### src/rtl/tile_map_pkg.sv
// Shared constants and types for the kitchen-grid tile mapper.
// Holds the default grid geometry, the mapper FSM state type and the
// registered response record. The response record is sized for the
// default grid; the top level casts into and out of it.
package tile_map_pkg;

    localparam int DEF_COORD_W   = 10;
    localparam int DEF_ORIGIN_X  = 20;
    localparam int DEF_ORIGIN_Y  = 100;
    localparam int DEF_TILE_W    = 40;
    localparam int DEF_TILE_H    = 40;
    localparam int DEF_GRID_COLS = 15;
    localparam int DEF_GRID_ROWS = 9;

    localparam int DEF_IDX_W = $clog2(DEF_GRID_COLS * DEF_GRID_ROWS + 1);
    localparam int DEF_COL_W = $clog2(DEF_GRID_COLS + 1);
    localparam int DEF_ROW_W = $clog2(DEF_GRID_ROWS + 1);

    typedef enum logic [1:0] {IDLE, DIVIDE, RESP} tile_map_state_t;

    typedef struct packed {
        logic [DEF_COL_W-1:0]   col;
        logic [DEF_ROW_W-1:0]   row;
        logic [DEF_IDX_W-1:0]   index;
        logic [DEF_COORD_W-1:0] off_x;
        logic [DEF_COORD_W-1:0] off_y;
        logic                   in_bounds;
    } tile_resp_t;

endpackage

### src/rtl/tile_axis_divider.sv
// One axis of the pixel-to-tile mapping: subtract-and-count division.
// Ports:
//   Clk, Reset  clock, synchronous active-high reset
//   load        capture coord (coord - ORIGIN), clear the count
//   coord       pixel coordinate
//   step_en     allow one subtract step this cycle
//   rem         running remainder (pixel offset inside tile once done)
//   cnt         tiles counted so far (column or row)
//   done        remainder below one tile, or count reached the grid edge
//   oob         coordinate left of/above origin, or beyond the last tile
module tile_axis_divider #(
    parameter int COORD_W = 10,
    parameter int CNT_W   = 4,
    parameter int TILE    = 40,
    parameter int GRID    = 15,
    parameter int ORIGIN  = 20
) (
    input  logic               Clk,
    input  logic               Reset,
    input  logic               load,
    input  logic [COORD_W-1:0] coord,
    input  logic               step_en,
    output logic [COORD_W-1:0] rem,
    output logic [CNT_W-1:0]   cnt,
    output logic               done,
    output logic               oob
);
    logic [COORD_W:0] diff;
    logic             borrow_q;
    logic             full;

    // One extra bit so the MSB acts as the borrow for coord < ORIGIN.
    assign diff = {1'b0, coord} - (COORD_W+1)'(ORIGIN);
    assign full = (cnt == CNT_W'(GRID));
    assign done = (rem < COORD_W'(TILE)) || full;
    assign oob  = borrow_q || full;

    always_ff @(posedge Clk) begin
        if (Reset) begin
            rem      <= '0;
            cnt      <= '0;
            borrow_q <= 1'b0;
        end else if (load) begin
            rem      <= diff[COORD_W-1:0];
            cnt      <= '0;
            borrow_q <= diff[COORD_W];
        end else if (step_en && !done) begin
            rem <= rem - COORD_W'(TILE);
            cnt <= cnt + 1'b1;
        end
    end
endmodule

### src/rtl/tile_index_mapper.sv
// Shared pixel-to-tile mapper. NUM_CH requesters submit (x,y); the block
// returns column, row, linear tile index, in-tile offset and in-bounds flag.
// Ports:
//   Clk, Reset        clock, synchronous active-high reset
//   req_valid/ready   per-channel handshake, ready is a one-hot round-robin grant
//   req_x/req_y       packed coordinates, channel i at [i*COORD_W +: COORD_W]
//   resp_valid/ready  response handshake, response held until accepted
//   resp_ch           channel that issued the request
//   resp_col/row      tile coordinates
//   resp_index        col + row*GRID_COLS, all ones when out of bounds
//   resp_off_x/off_y  pixel offset inside the tile
//   resp_in_bounds    coordinate lies inside the grid
module tile_index_mapper
    import tile_map_pkg::*;
#(
    parameter int COORD_W   = DEF_COORD_W,
    parameter int ORIGIN_X  = DEF_ORIGIN_X,
    parameter int ORIGIN_Y  = DEF_ORIGIN_Y,
    parameter int TILE_W    = DEF_TILE_W,
    parameter int TILE_H    = DEF_TILE_H,
    parameter int GRID_COLS = DEF_GRID_COLS,
    parameter int GRID_ROWS = DEF_GRID_ROWS,
    parameter int NUM_CH    = 2,
    localparam int IDX_W = $clog2(GRID_COLS * GRID_ROWS + 1),
    localparam int COL_W = $clog2(GRID_COLS + 1),
    localparam int ROW_W = $clog2(GRID_ROWS + 1),
    localparam int CH_W  = (NUM_CH > 1) ? $clog2(NUM_CH) : 1
) (
    input  logic                      Clk,
    input  logic                      Reset,
    input  logic [NUM_CH-1:0]         req_valid,
    output logic [NUM_CH-1:0]         req_ready,
    input  logic [NUM_CH*COORD_W-1:0] req_x,
    input  logic [NUM_CH*COORD_W-1:0] req_y,
    output logic                      resp_valid,
    input  logic                      resp_ready,
    output logic [CH_W-1:0]           resp_ch,
    output logic [COL_W-1:0]          resp_col,
    output logic [ROW_W-1:0]          resp_row,
    output logic [IDX_W-1:0]          resp_index,
    output logic [COORD_W-1:0]        resp_off_x,
    output logic [COORD_W-1:0]        resp_off_y,
    output logic                      resp_in_bounds
);
    tile_map_state_t   state;
    logic [CH_W-1:0]   rr_ptr;
    logic [CH_W-1:0]   cur_ch;
    logic [IDX_W-1:0]  idx_acc;
    tile_resp_t        resp_q;

    logic [NUM_CH-1:0] grant;
    logic [CH_W-1:0]   grant_ch;
    logic              found;
    int                j;
    logic              xfer;
    logic [COORD_W-1:0] cap_x, cap_y;

    logic [COORD_W-1:0] rem_x, rem_y;
    logic [COL_W-1:0]   cnt_x;
    logic [ROW_W-1:0]   cnt_y;
    logic               done_x, done_y, oob_x, oob_y;
    logic               in_div, step_x, step_y, oob;

    // First valid channel at or after the round-robin pointer, wrapping.
    always_comb begin
        grant    = '0;
        grant_ch = '0;
        found    = 1'b0;
        j        = 0;
        for (int k = 0; k < NUM_CH; k++) begin
            j = int'(rr_ptr) + k;
            if (j >= NUM_CH) j = j - NUM_CH;
            if (!found && req_valid[j]) begin
                found    = 1'b1;
                grant[j] = 1'b1;
                grant_ch = CH_W'(j);
            end
        end
    end

    assign req_ready = (state == IDLE && !Reset) ? grant : '0;
    assign xfer      = |(req_valid & req_ready);
    assign cap_x     = req_x[grant_ch*COORD_W +: COORD_W];
    assign cap_y     = req_y[grant_ch*COORD_W +: COORD_W];

    assign in_div = (state == DIVIDE);
    assign step_x = in_div && !done_x;
    assign step_y = in_div && !done_y;
    assign oob    = oob_x || oob_y;

    tile_axis_divider #(
        .COORD_W(COORD_W), .CNT_W(COL_W), .TILE(TILE_W), .GRID(GRID_COLS), .ORIGIN(ORIGIN_X)
    ) u_div_x (
        .Clk(Clk), .Reset(Reset), .load(xfer), .coord(cap_x), .step_en(in_div),
        .rem(rem_x), .cnt(cnt_x), .done(done_x), .oob(oob_x)
    );

    tile_axis_divider #(
        .COORD_W(COORD_W), .CNT_W(ROW_W), .TILE(TILE_H), .GRID(GRID_ROWS), .ORIGIN(ORIGIN_Y)
    ) u_div_y (
        .Clk(Clk), .Reset(Reset), .load(xfer), .coord(cap_y), .step_en(in_div),
        .rem(rem_y), .cnt(cnt_y), .done(done_y), .oob(oob_y)
    );

    always_ff @(posedge Clk) begin
        if (Reset) begin
            state      <= IDLE;
            rr_ptr     <= '0;
            cur_ch     <= '0;
            idx_acc    <= '0;
            resp_valid <= 1'b0;
            resp_ch    <= '0;
            resp_q     <= '0;
        end else begin
            case (state)
                IDLE: begin
                    if (xfer) begin
                        cur_ch  <= grant_ch;
                        rr_ptr  <= (int'(grant_ch) == NUM_CH - 1) ? '0 : grant_ch + 1'b1;
                        idx_acc <= '0;
                        state   <= DIVIDE;
                    end
                end
                DIVIDE: begin
                    // Column and row steps may land in the same cycle.
                    idx_acc <= idx_acc + (step_x ? IDX_W'(1) : '0)
                                       + (step_y ? IDX_W'(GRID_COLS) : '0);
                    if ((done_x && done_y) || oob) begin
                        resp_q.col       <= DEF_COL_W'(cnt_x);
                        resp_q.row       <= DEF_ROW_W'(cnt_y);
                        resp_q.index     <= oob ? '1 : DEF_IDX_W'(idx_acc);
                        resp_q.off_x     <= DEF_COORD_W'(rem_x);
                        resp_q.off_y     <= DEF_COORD_W'(rem_y);
                        resp_q.in_bounds <= !oob;
                        resp_ch          <= cur_ch;
                        resp_valid       <= 1'b1;
                        state            <= RESP;
                    end
                end
                RESP: begin
                    if (resp_ready) begin
                        resp_valid <= 1'b0;
                        state      <= IDLE;
                    end
                end
                default: state <= IDLE;
            endcase
        end
    end

    assign resp_col       = COL_W'(resp_q.col);
    assign resp_row       = ROW_W'(resp_q.row);
    assign resp_index     = IDX_W'(resp_q.index);
    assign resp_off_x     = COORD_W'(resp_q.off_x);
    assign resp_off_y     = COORD_W'(resp_q.off_y);
    assign resp_in_bounds = resp_q.in_bounds;
endmodule

### config.mk
export PLATFORM = sky130hd
export DESIGN_NAME = tile_index_mapper
export DESIGN_NICKNAME = d
export VERILOG_FILES = /design/src/rtl/tile_map_pkg.sv /design/src/rtl/tile_axis_divider.sv /design/src/rtl/tile_index_mapper.sv
export SDC_FILE = /design/constraint.sdc
export NUM_CORES = 1
export LEC_CHECK = 0
export CAP_MARGIN = 20
export CORE_AREA = 4 4 140 75
export DETAILED_ROUTE_END_ITERATION = 10
export DIE_AREA = 0 0 144 79
export HOLD_SLACK_MARGIN = 0.03
export PLACE_DENSITY_LB_ADDON = 0.15
export RECOVER_POWER = 25
export SYNTH_ARGS = -nofsm -noshare
export SYNTH_HDL_FRONTEND = slang
export SYNTH_SLANG_ARGS = --single-unit
export TNS_END_PERCENT = 1
### constraint.sdc
create_clock -name Clk -period 2.9 [get_ports Clk]
set_input_delay 0.58 -clock Clk [delete_from_list [all_inputs] [get_ports Clk]]
set_output_delay 0.58 -clock Clk [all_outputs]
set_load 0.05 [all_outputs]
# Yosys cells after proc, flatten, opt, wreduce, memory -nomap -nowiden
# Index checks and enable logic that the tools add are counted.
[classes]
shift = 2
add_sub_neg = 12
n_bitwise = 2
muxes = 35
magnitude_cmp = 8
n_mul = 1
div = 0
reduce_logical = 30
eq_ne = 7
[op_table]
columns = ["operator", "n"]
rows = [
  ["32-bit by 1-bit greater-or-equal comparator with 1-bit output, second input constant", 2],
  ["32-bit by 3-bit less-than comparator with 1-bit output, second input constant", 2],
  ["32-bit two-way mux", 2],
  ["10-bit two-way mux", 4],
  ["20-bit by 6-bit indexed part select with 10-bit output", 2],
  ["10-bit by 6-bit less-than comparator with 1-bit output, second input constant", 2],
  ["10-bit by 6-bit subtractor with 10-bit output, second input constant", 2],
  ["8-bit two-way mux", 2],
  ["8-bit one-hot mux with 2 select lines", 1],
  ["1-bit two-way mux", 15],
  ["2-bit two-way mux", 6],
  ["10-bit by 5-bit subtractor with 11-bit output, second input constant", 1],
  ["10-bit by 7-bit subtractor with 11-bit output, second input constant", 1],
  ["4-bit by 1-bit adder with 4-bit output, second input constant", 2],
  ["8-bit by 1-bit adder with 8-bit output", 1],
  ["8-bit by 4-bit adder with 8-bit output", 1],
  ["4-bit == test, second input constant", 2],
  ["2-bit nonzero test", 4],
  ["1-bit logical AND", 7],
  ["1-bit logical OR", 6],
  ["2-bit one-hot mux with 3 select lines", 1],
  ["2-bit AND reduction", 3],
  ["3-bit AND reduction", 2],
  ["1-bit logical NOT", 5],
  ["19 further kinds", 21],
]
[totals]
reg_bits = 81
output_inout_bits = 41
n_memories = 0
input_bits = 45
latchBits = 0
rom_bits = 0
ramBits = 0
word_cells = 115

# Logic depth before layout (Yosys ltp)
# Gate-level depths: netlist (run 1).
[logic_depth]
depth_word = 14
ltp_mapped = 14
depth_no_buf = 13

# Hierarchy
# From an unflattened synthesis (run 1), not the netlist that was laid out.
[hier_totals]
hier_cells = 504
area_unflattened_um2 = 4234.1
[modules_own_cells]
columns = ["module", "area_per_inst_um2", "seq_area_each_um2", "n_inst", "cells_each"]
rows = [
  ["tile_index_mapper", 2389.8, 1021.0, 1, 293],
  ["tile_axis_divider (u_div_x)", 932.1, 300.3, 1, 106],
  ["tile_axis_divider (u_div_y)", 912.1, 300.3, 1, 105],
]

# Least setup slack after synthesis (run 1)
# No wires, ideal clock.
[synth_timing]
path_kind = "reg-to-reg"
from = "register u_div_y.cnt[1]"
to = "register idx_acc[6]"
setup_time_ps = 128
stages_incl_launch_ff = 15
required_time_ps = 2772
synth_period_minus_slack_ps = 3037
arrival_time_ps = 2909
n_path_buf = 1
slack_ps = -137
path_cell_list = "dfxtp_1 inv_1 ha_1 and3b_1 clkbuf_1 a211o_1 inv_2 fa_1 inv_1 fa_1 nor2b_1 o21ai_0 a2111oi_0 xnor2_1 nor2_1"
[synth_between]
elab_chain_cells = 7
[synth_rtl]
columns = ["element", "line", "source"]
rows = [
  ["start: declaration", "tile_axis_divider.sv:24", "output logic [CNT_W-1:0] cnt,"],
  ["start signal: assignment", "tile_axis_divider.sv:49", "cnt <= cnt + 1'b1;"],
  ["4-bit == test", "tile_axis_divider.sv:34", "assign full = (cnt == CNT_W'(GRID));"],
  ["1-bit logical OR", "tile_axis_divider.sv:35", "assign done = (rem < COORD_W'(TILE)) || full;"],
  ["1-bit logical NOT", "tile_index_mapper.sv:88", "assign step_y = in_div && !done_y;"],
  ["1-bit logical AND", "tile_index_mapper.sv:88", ""],
  ["via step_y", "tile_index_mapper.sv:62", "logic in_div, step_x, step_y, oob;"],
  ["4-bit two-way mux", "tile_index_mapper.sv:127", "+ (step_y ? IDX_W'(GRID_COLS) : '0);"],
  ["8-bit by 4-bit adder with 8-bit output", "tile_index_mapper.sv:127", ""],
  ["8-bit one-hot mux with 2 select lines", "tile_index_mapper.sv:115", "case (state)"],
  ["end signal: assignment", "tile_index_mapper.sv:126", "idx_acc <= idx_acc + (step_x ? IDX_W'(1) : '0)"],
  ["end: declaration", "tile_index_mapper.sv:48", "logic [IDX_W-1:0] idx_acc;"],
]
# The timed path passes the listed nets, and every way through them passes these cells.
# A chain may end at the register's enable or synchronous reset.

# Final worst setup path (run 1)
# Ends and elaborated chain as after synthesis.

==> results of run 1 <==
Yosys cell counts, types with 2 or more instances:
| library cell | count |
|---|---|
| nand3_1 | 34 |
| buf_1 | 3 |
| o21ai_0 | 52 |
| nand2_1 | 35 |
| nand2b_1 | 3 |
| nor2b_1 | 6 |
| a21oi_1 | 53 |
| nor4_1 | 5 |
| nor3_1 | 7 |
| dfxtp_1 | 81 |
| a211oi_1 | 9 |
| a311oi_1 | 5 |
| buf_2 | 5 |
| xor2_1 | 9 |
| mux2_2 | 4 |
| o21ai_1 | 4 |
| or3_1 | 3 |
| o211ai_1 | 6 |
| mux2i_1 | 10 |
| or4_1 | 5 |
| a22oi_1 | 5 |
| nor4b_1 | 3 |
| o32ai_1 | 2 |
| and3_1 | 5 |
| ha_1 | 10 |
| inv_1 | 15 |
| fa_1 | 2 |
| a21o_1 | 2 |
| o22ai_1 | 5 |
| nand4_1 | 3 |
| nor2_1 | 49 |
| clkbuf_1 | 27 |
| o21a_1 | 4 |
| inv_2 | 2 |
| xnor2_1 | 20 |
power by group through the flow:
stage / clock network [mW] / registers, mW / logic (mW)
after floorplan: 0 / 1.36 / 0.603
after global placement: 0 / 1.31 / 1.01
after detailed placement: 0 / 1.31 / 1.04
after CTS: 1.16 / 1.29 / 1.05
after global routing: 1.23 / 1.31 / 1.15
final: 1.14 / 1.29 / 1.05
per-stage QoR:
step / power (mW) / TNS [ns]
2_1_floorplan: 1.96 / 0
3_5_place_dp: 2.35 / -0.124
6_report: 3.49 / 0
4_1_cts: 3.50 / 0
5_1_grt: 3.68 / -0.0283
3_3_place_gp: 2.33 / 0
cell usage in the layout, fill, tap and decap left out, types with 5 or more instances in the layout:
cell type | synthesis | routed
dfxtp_1 | 81 | 80
clkdlybuf4s50_1 | 0 | 66
a21oi_1 | 53 | 52
o21ai_0 | 52 | 51
nor2_1 | 49 | 49
nand2_1 | 35 | 35
nand3_1 | 34 | 34
xnor2_1 | 20 | 20
buf_4 | 0 | 20
dlygate4sd3_1 | 0 | 16
inv_1 | 15 | 15
mux2i_1 | 10 | 10
ha_1 | 10 | 10
xor2_1 | 9 | 9
a211oi_1 | 9 | 9
clkbuf_16 | 0 | 9
nor3_1 | 7 | 7
o211ai_1 | 6 | 6
and3_1 | 5 | 5
nor2b_1 | 6 | 5
or4_1 | 5 | 5
a311oi_1 | 5 | 5
o21ai_1 | 4 | 5
o22ai_1 | 5 | 5
a22oi_1 | 5 | 5
clkbuf_1 | 27 | 5
worst paths after layout:
kind | slack [ns] | startpoint | end
hold / removal | 0.47 | u_div_x.rem[2] | u_div_x.rem[2]
setup reg to reg | 0.15 | u_div_y.cnt[1] | idx_acc[6]
setup / recovery | 0.15 | u_div_y.cnt[1] | idx_acc[6]
hold reg to reg | 0.47 | u_div_x.rem[2] | u_div_x.rem[2]
worst register-to-register path: cells and delay by family, from the launching register on:
family,cells,cell delay (ns)
buf+inv,3,0.17
compound gates,3,0.86
xor+xnor,1,0.17
fa+ha+maj,3,0.68
flops,1,0.35
simple gates,3,0.40
flip-flops by register name, summed over array words and instances, names as in the netlist, 2 cells and up:
| name | cells |
|---|---|
| resp_row | 4 |
| u_div_y.rem | 10 |
| u_div_x.rem | 10 |
| resp_off_x | 10 |
| resp_off_y | 10 |
| resp_col | 4 |
| u_div_y.cnt | 4 |
| resp_index | 8 |
| u_div_x.cnt | 4 |
| idx_acc | 8 |
| state | 2 |
kinds of logic (layout without fill, tap and decap cells):
| kind of cell | after synthesis | after routing | share of synthesized area |
|---|---|---|---|
| AOI/OAI and AO/OA | 160 | 160 | 0.230 |
| xor gates and xnor gates | 29 | 29 | 0.0611 |
| adders and majority gates | 12 | 12 | 0.0397 |
| buffers and inverters | 53 | 146 | 0.0497 |
| DFF | 81 | 81 | 0.390 |
| muxes | 14 | 14 | 0.0349 |
| and+or+nand+nor | 167 | 167 | 0.195 |
repair_timing:
| item | CTS | global route |
|---|---|---|
| resized for setup | 0 | 5 |
| hold endpoints to repair | 0 | 0 |
| setup endpoints to repair | 0 | 3 |
| hold buffers | 0 | 0 |
cell type report:
class	count	area, sq um
fill	793	3660
multi-input combinational	382	2350
sequential	81	1620
timing repair buffer	113	1080
clock buffer	9	225
tap	121	151
clock inverter	7	76.3
inverter	17	66.3
metal layers:
layer  GRT usage  wire, microns  share of wire
met5           0              0              0
met2       0.322           5150           0.42
met4      0.0611            162          0.013
met1       0.318           6160           0.50
met3      0.0602            832          0.068
==> impl_metrics.tcl, run 1 <==
set metrics [dict create \
    syn_inst 516 \
    grtUsageTotal 0.220 \
    coreArea_sq_um 9230 \
    via_per_inst 5.66 \
    finClkSkew_ns 0.00554 \
    end_kind "register" \
    fmax_ghz 0.363 \
    critPathMaxFanout 5 \
    status "finished, final reports clean" \
    crit_arrival_ns 2.97 \
    path_cells "inv_1, ha_1, and3b_1, a211o_1, inv_4, fa_1, inv_1, fa_2, nor2b_1, o21ai_1, a2111oi_2, xnor2_1, nor2_1" \
    grt_pass1_vias 3951 \
    critPathMaxStageDelay_ns 0.45 \
    drive_above_1_share 0.0969 \
    ant_nets 0 \
    synth_area_sq_um 4160 \
    die_width_microns 144 \
    path_common_cell "inv_1" \
    yosysWarnings 0 \
    clk_pin_slew_ns 0.06 \
    maxSlewViolCount 0 \
    synthFlopType "dfxtp_1" \
    fin_cells 730 \
    cp.depth 13 \
    placed_cell_area_sq_um 5280 \
    period_minus_slack_ns 2.75 \
    synth.avg_cell_area_sq_um 8.06 \
    total_leakage_power_nw 2.05 \
    synthToLayoutAreaGrowth_pct 34.0 \
    fin_crit_sh 0.950 \
    wl_per_cell_microns 16.9 \
    fin_ws_ns 0.146 \
    hold_slack_ns 0.471 \
    synth_top_area_frac 0.390 \
    start_util 0.450 \
    seqPwrFrac 0.371 \
    setup_viol 0 \
    nNetsFinal 661 \
    antenna_cells 0 \
    critPathKind "reg -> reg" \
    syn_nets 573 \
    power_frac_comb 0.302 \
    cts_buffers 9 \
    synthArstFlopShare 0 \
    cts_buffer_depth 2 \
    antenna_found_initial 0 \
    cts.sinks 81 \
    p_int_mw 2.30 \
    synth_cell_type_count 58 \
    drc 0 \
    cp-start-kind "register" \
    first_pass_iters 5 \
    pre_cts_ws_ns -0.0891 \
    powerDensity_nw_per_um2 627 \
    cts_setup_buffers 0 \
    drt_iter0_drc 334 \
    cp_data_required_time_ns 3.11 \
    io_pins 86 \
    synth_edf_count 0 \
    maxCapViolCount 0 \
    ys_ff_latch 81 \
    slowest_stage "a2111oi_2" \
    hpwl_mm 9.01 \
    hold_path.class "reg -> reg" \
    worst-path-buf-inv 3 \
    htreeDepth 3 \
    fin_util 0.604 \
    synth.largest_area_cell "dfxtp_1" \
    dp_cells 714 \
    vias 4135 \
    synthTopCellsByArea "dfxtp_1 (39%), a21oi_1 (6.4%), o21ai_0 (6.3%), nor2_1 (4.4%), xnor2_1 (4.2%)" \
    totalWireLength_mm 12.3 \
    root_buffer "clkbuf_16" \
    clkLatencyLatePin_ns 0.34 \
    port_buffers 85 \
    peakVddDrop_uv 378 \
    core.rowCount 25 \
    place.gp.congestion 0.830 \
    hold_viol 0 \
    switching_share 0.343 \
    path_delay_family "compound AO/OA/AOI/OAI gates" \
    fp.dieH_microns 79 \
    pwr-share-clk 0.328 \
    hold_depth 2 \
    final_cell_area_sq_um 5570 \
    overflow 0 \
    slew_headroom 0.223 \
    tightest_slew_ns 1.17 \
    p_sw_mw 1.20 \
    r2r_cells 13 \
    yosysSeqAreaShare 0.390 \
    dieArea_sq_um 11400 \
    grt_max_degree 55 \
    cts_tree "yes" \
    grt_pass1_wl_mm 19.8 \
]
(Power assumes the default switching activity.)
==> run 2, diff against run 1 <==
TNS_END_PERCENT = not set   (was 1)
==> results of run 2 <==
Same layout as run 1: the final DEF is identical, and so are final timing and power.
==> run 3, diff against run 2 <==
ABC_CLOCK_PERIOD_IN_PS = 2900   (was not set)
CORE_AREA = 5 5 141 76   (was 4 4 140 75)
DIE_AREA = 0 0 146 81   (was 0 0 144 79)
==> impl_metrics.tcl, run 3 (synthesized netlist as in run 1, its figures left out) <==
set metrics [dict create \
    via_per_inst 5.70 \
    dieArea_sq_um 11800 \
    maxCapViolCount 0 \
    final.setup.tns_ns 0 \
    finClkSkew_ns 0.00389 \
    start_util 0.450 \
    antenna_cells 0 \
    antenna_found_initial 0 \
    cp-start-kind "register" \
    mostFrequentLayoutCells "dfxtp_1 (80), clkdlybuf4s50_1 (70), o21ai_0 (52)" \
    drc 0 \
    peakVddDrop_uv 372 \
    overflow 0 \
    core.rowCount 25 \
    power_frac_comb 0.302 \
    critPathMaxFanout 5 \
    grt_pass1_wl_mm 20.0 \
    synthToLayoutAreaGrowth_pct 34.1 \
    period_minus_slack_ns 2.70 \
    final_cell_area_sq_um 5580 \
    switching_share 0.333 \
    maxSlewViolCount 0 \
    hpwl_mm 8.92 \
    fmax_ghz 0.370 \
    grtUsageTotal 0.211 \
    hold_viol 0 \
    drt_iter0_drc 312 \
    htreeDepth 3 \
    ant_nets 0 \
    layout_commonest_cell "dfxtp_1" \
    grt_max_degree 54 \
    port_buffers 85 \
    placed_cell_area_sq_um 5280 \
    setup_viol 0 \
    p_int_mw 2.33 \
    cts.sinks 81 \
    tightest_slew_ns 0.710 \
    powerDensity_nw_per_um2 626 \
    hold_path.class "reg -> reg" \
    io_pins 86 \
    critPathKind "reg -> reg" \
    hold_depth 2 \
    vias 4153 \
    cts_buffer_depth 2 \
    fin_ws_ns 0.195 \
    drive_above_1_share 0.0923 \
    grt_setup_unrepaired "no" \
    cts_tree "yes" \
    wl_per_cell_microns 16.8 \
    coreArea_sq_um 9230 \
    fin_crit_sh 0.933 \
    root_buffer "clkbuf_16" \
    end_kind "register" \
    grt_pass1_vias 4020 \
    nNetsFinal 660 \
    seqPwrFrac 0.371 \
    clk_pin_slew_ns 0.06 \
    rrSetupSlack_ns 0.20 \
    pre_cts_ws_ns -0.102 \
    die_width_microns 146 \
    cp_data_required_time_ns 3.12 \
    first_pass_iters 5 \
    status "finished, final reports clean" \
    crit_arrival_ns 2.93 \
    slew_headroom 0.527 \
    p_sw_mw 1.16 \
    pwr-share-clk 0.327 \
    total_leakage_power_nw 2.04 \
    clkLatencyLatePin_ns 0.34 \
    fin_total_pwr_mw 3.49 \
    fin_util 0.604 \
    cts_setup_buffers 0 \
    totalWireLength_mm 12.2 \
    fp.dieH_microns 81 \
    r2r_cells 13 \
    cts_buffers 9 \
    place.gp.congestion 0.824 \
]
run 3: final timing paths:
path               endpoint           start
max              idx_acc[6]  u_div_y.cnt[1]
min reg2reg  u_div_x.rem[2]  u_div_x.rem[2]
min          u_div_x.rem[2]  u_div_x.rem[2]
max reg2reg      idx_acc[6]  u_div_y.cnt[1]
run 3: per-layer routing:
layer,share of wire,up-vias,track usage
met5,0,-,0
met4,0.011,0,0.0629
met3,0.072,14,0.0613
met2,0.42,147,0.325
met1,0.50,1964,0.291
li1,-,2028,-
run 3: area by class of cell:
type                       count  area (sq um)
fill                         815          3650
multi-input combinational    382          2350
sequential                    81          1620
timing repair buffer         112          1090
clock buffer                  12           256
tap                          121           151
inverter                      17          66.3
clock inverter                 3          40.0
run 3: through the flow:
stage                     hold WS (ns)  std cells
after floorplan                  0.437        516
after global placement           0.451        713
after detailed placement         0.455        713
after CTS                        0.463        728
after global routing             0.491        728
final                            0.459        728
run 3: critical path, stage by stage, from the launching register on:
cell,delay (ns)
dfxtp_2,0.36
inv_1,0.05
ha_1,0.17
and3b_1,0.21
a211o_1,0.29
inv_4,0.07
fa_1,0.17
inv_1,0.05
fa_1,0.39
nor2b_1,0.16
o21ai_1,0.12
a2111oi_2,0.35
xnor2_1,0.16
nor2_1,0.05
run 3: power by group through the flow:
| stage | registers (mW) | logic, mW | clock network (mW) |
|---|---|---|---|
| 2_1_floorplan | 1.36 | 0.603 | 0 |
| 3_3_place_gp | 1.31 | 1.02 | 0 |
| 3_5_place_dp | 1.31 | 1.04 | 0 |
| 4_1_cts | 1.29 | 1.05 | 1.15 |
| 5_1_grt | 1.31 | 1.14 | 1.22 |
| 6_report | 1.30 | 1.05 | 1.14 |
run 3: repair_timing:
action | CTS | global route
endpoints found under the setup margin | 0 | 4
hold buffers | 0 | 0
gates resized for setup | 0 | 5
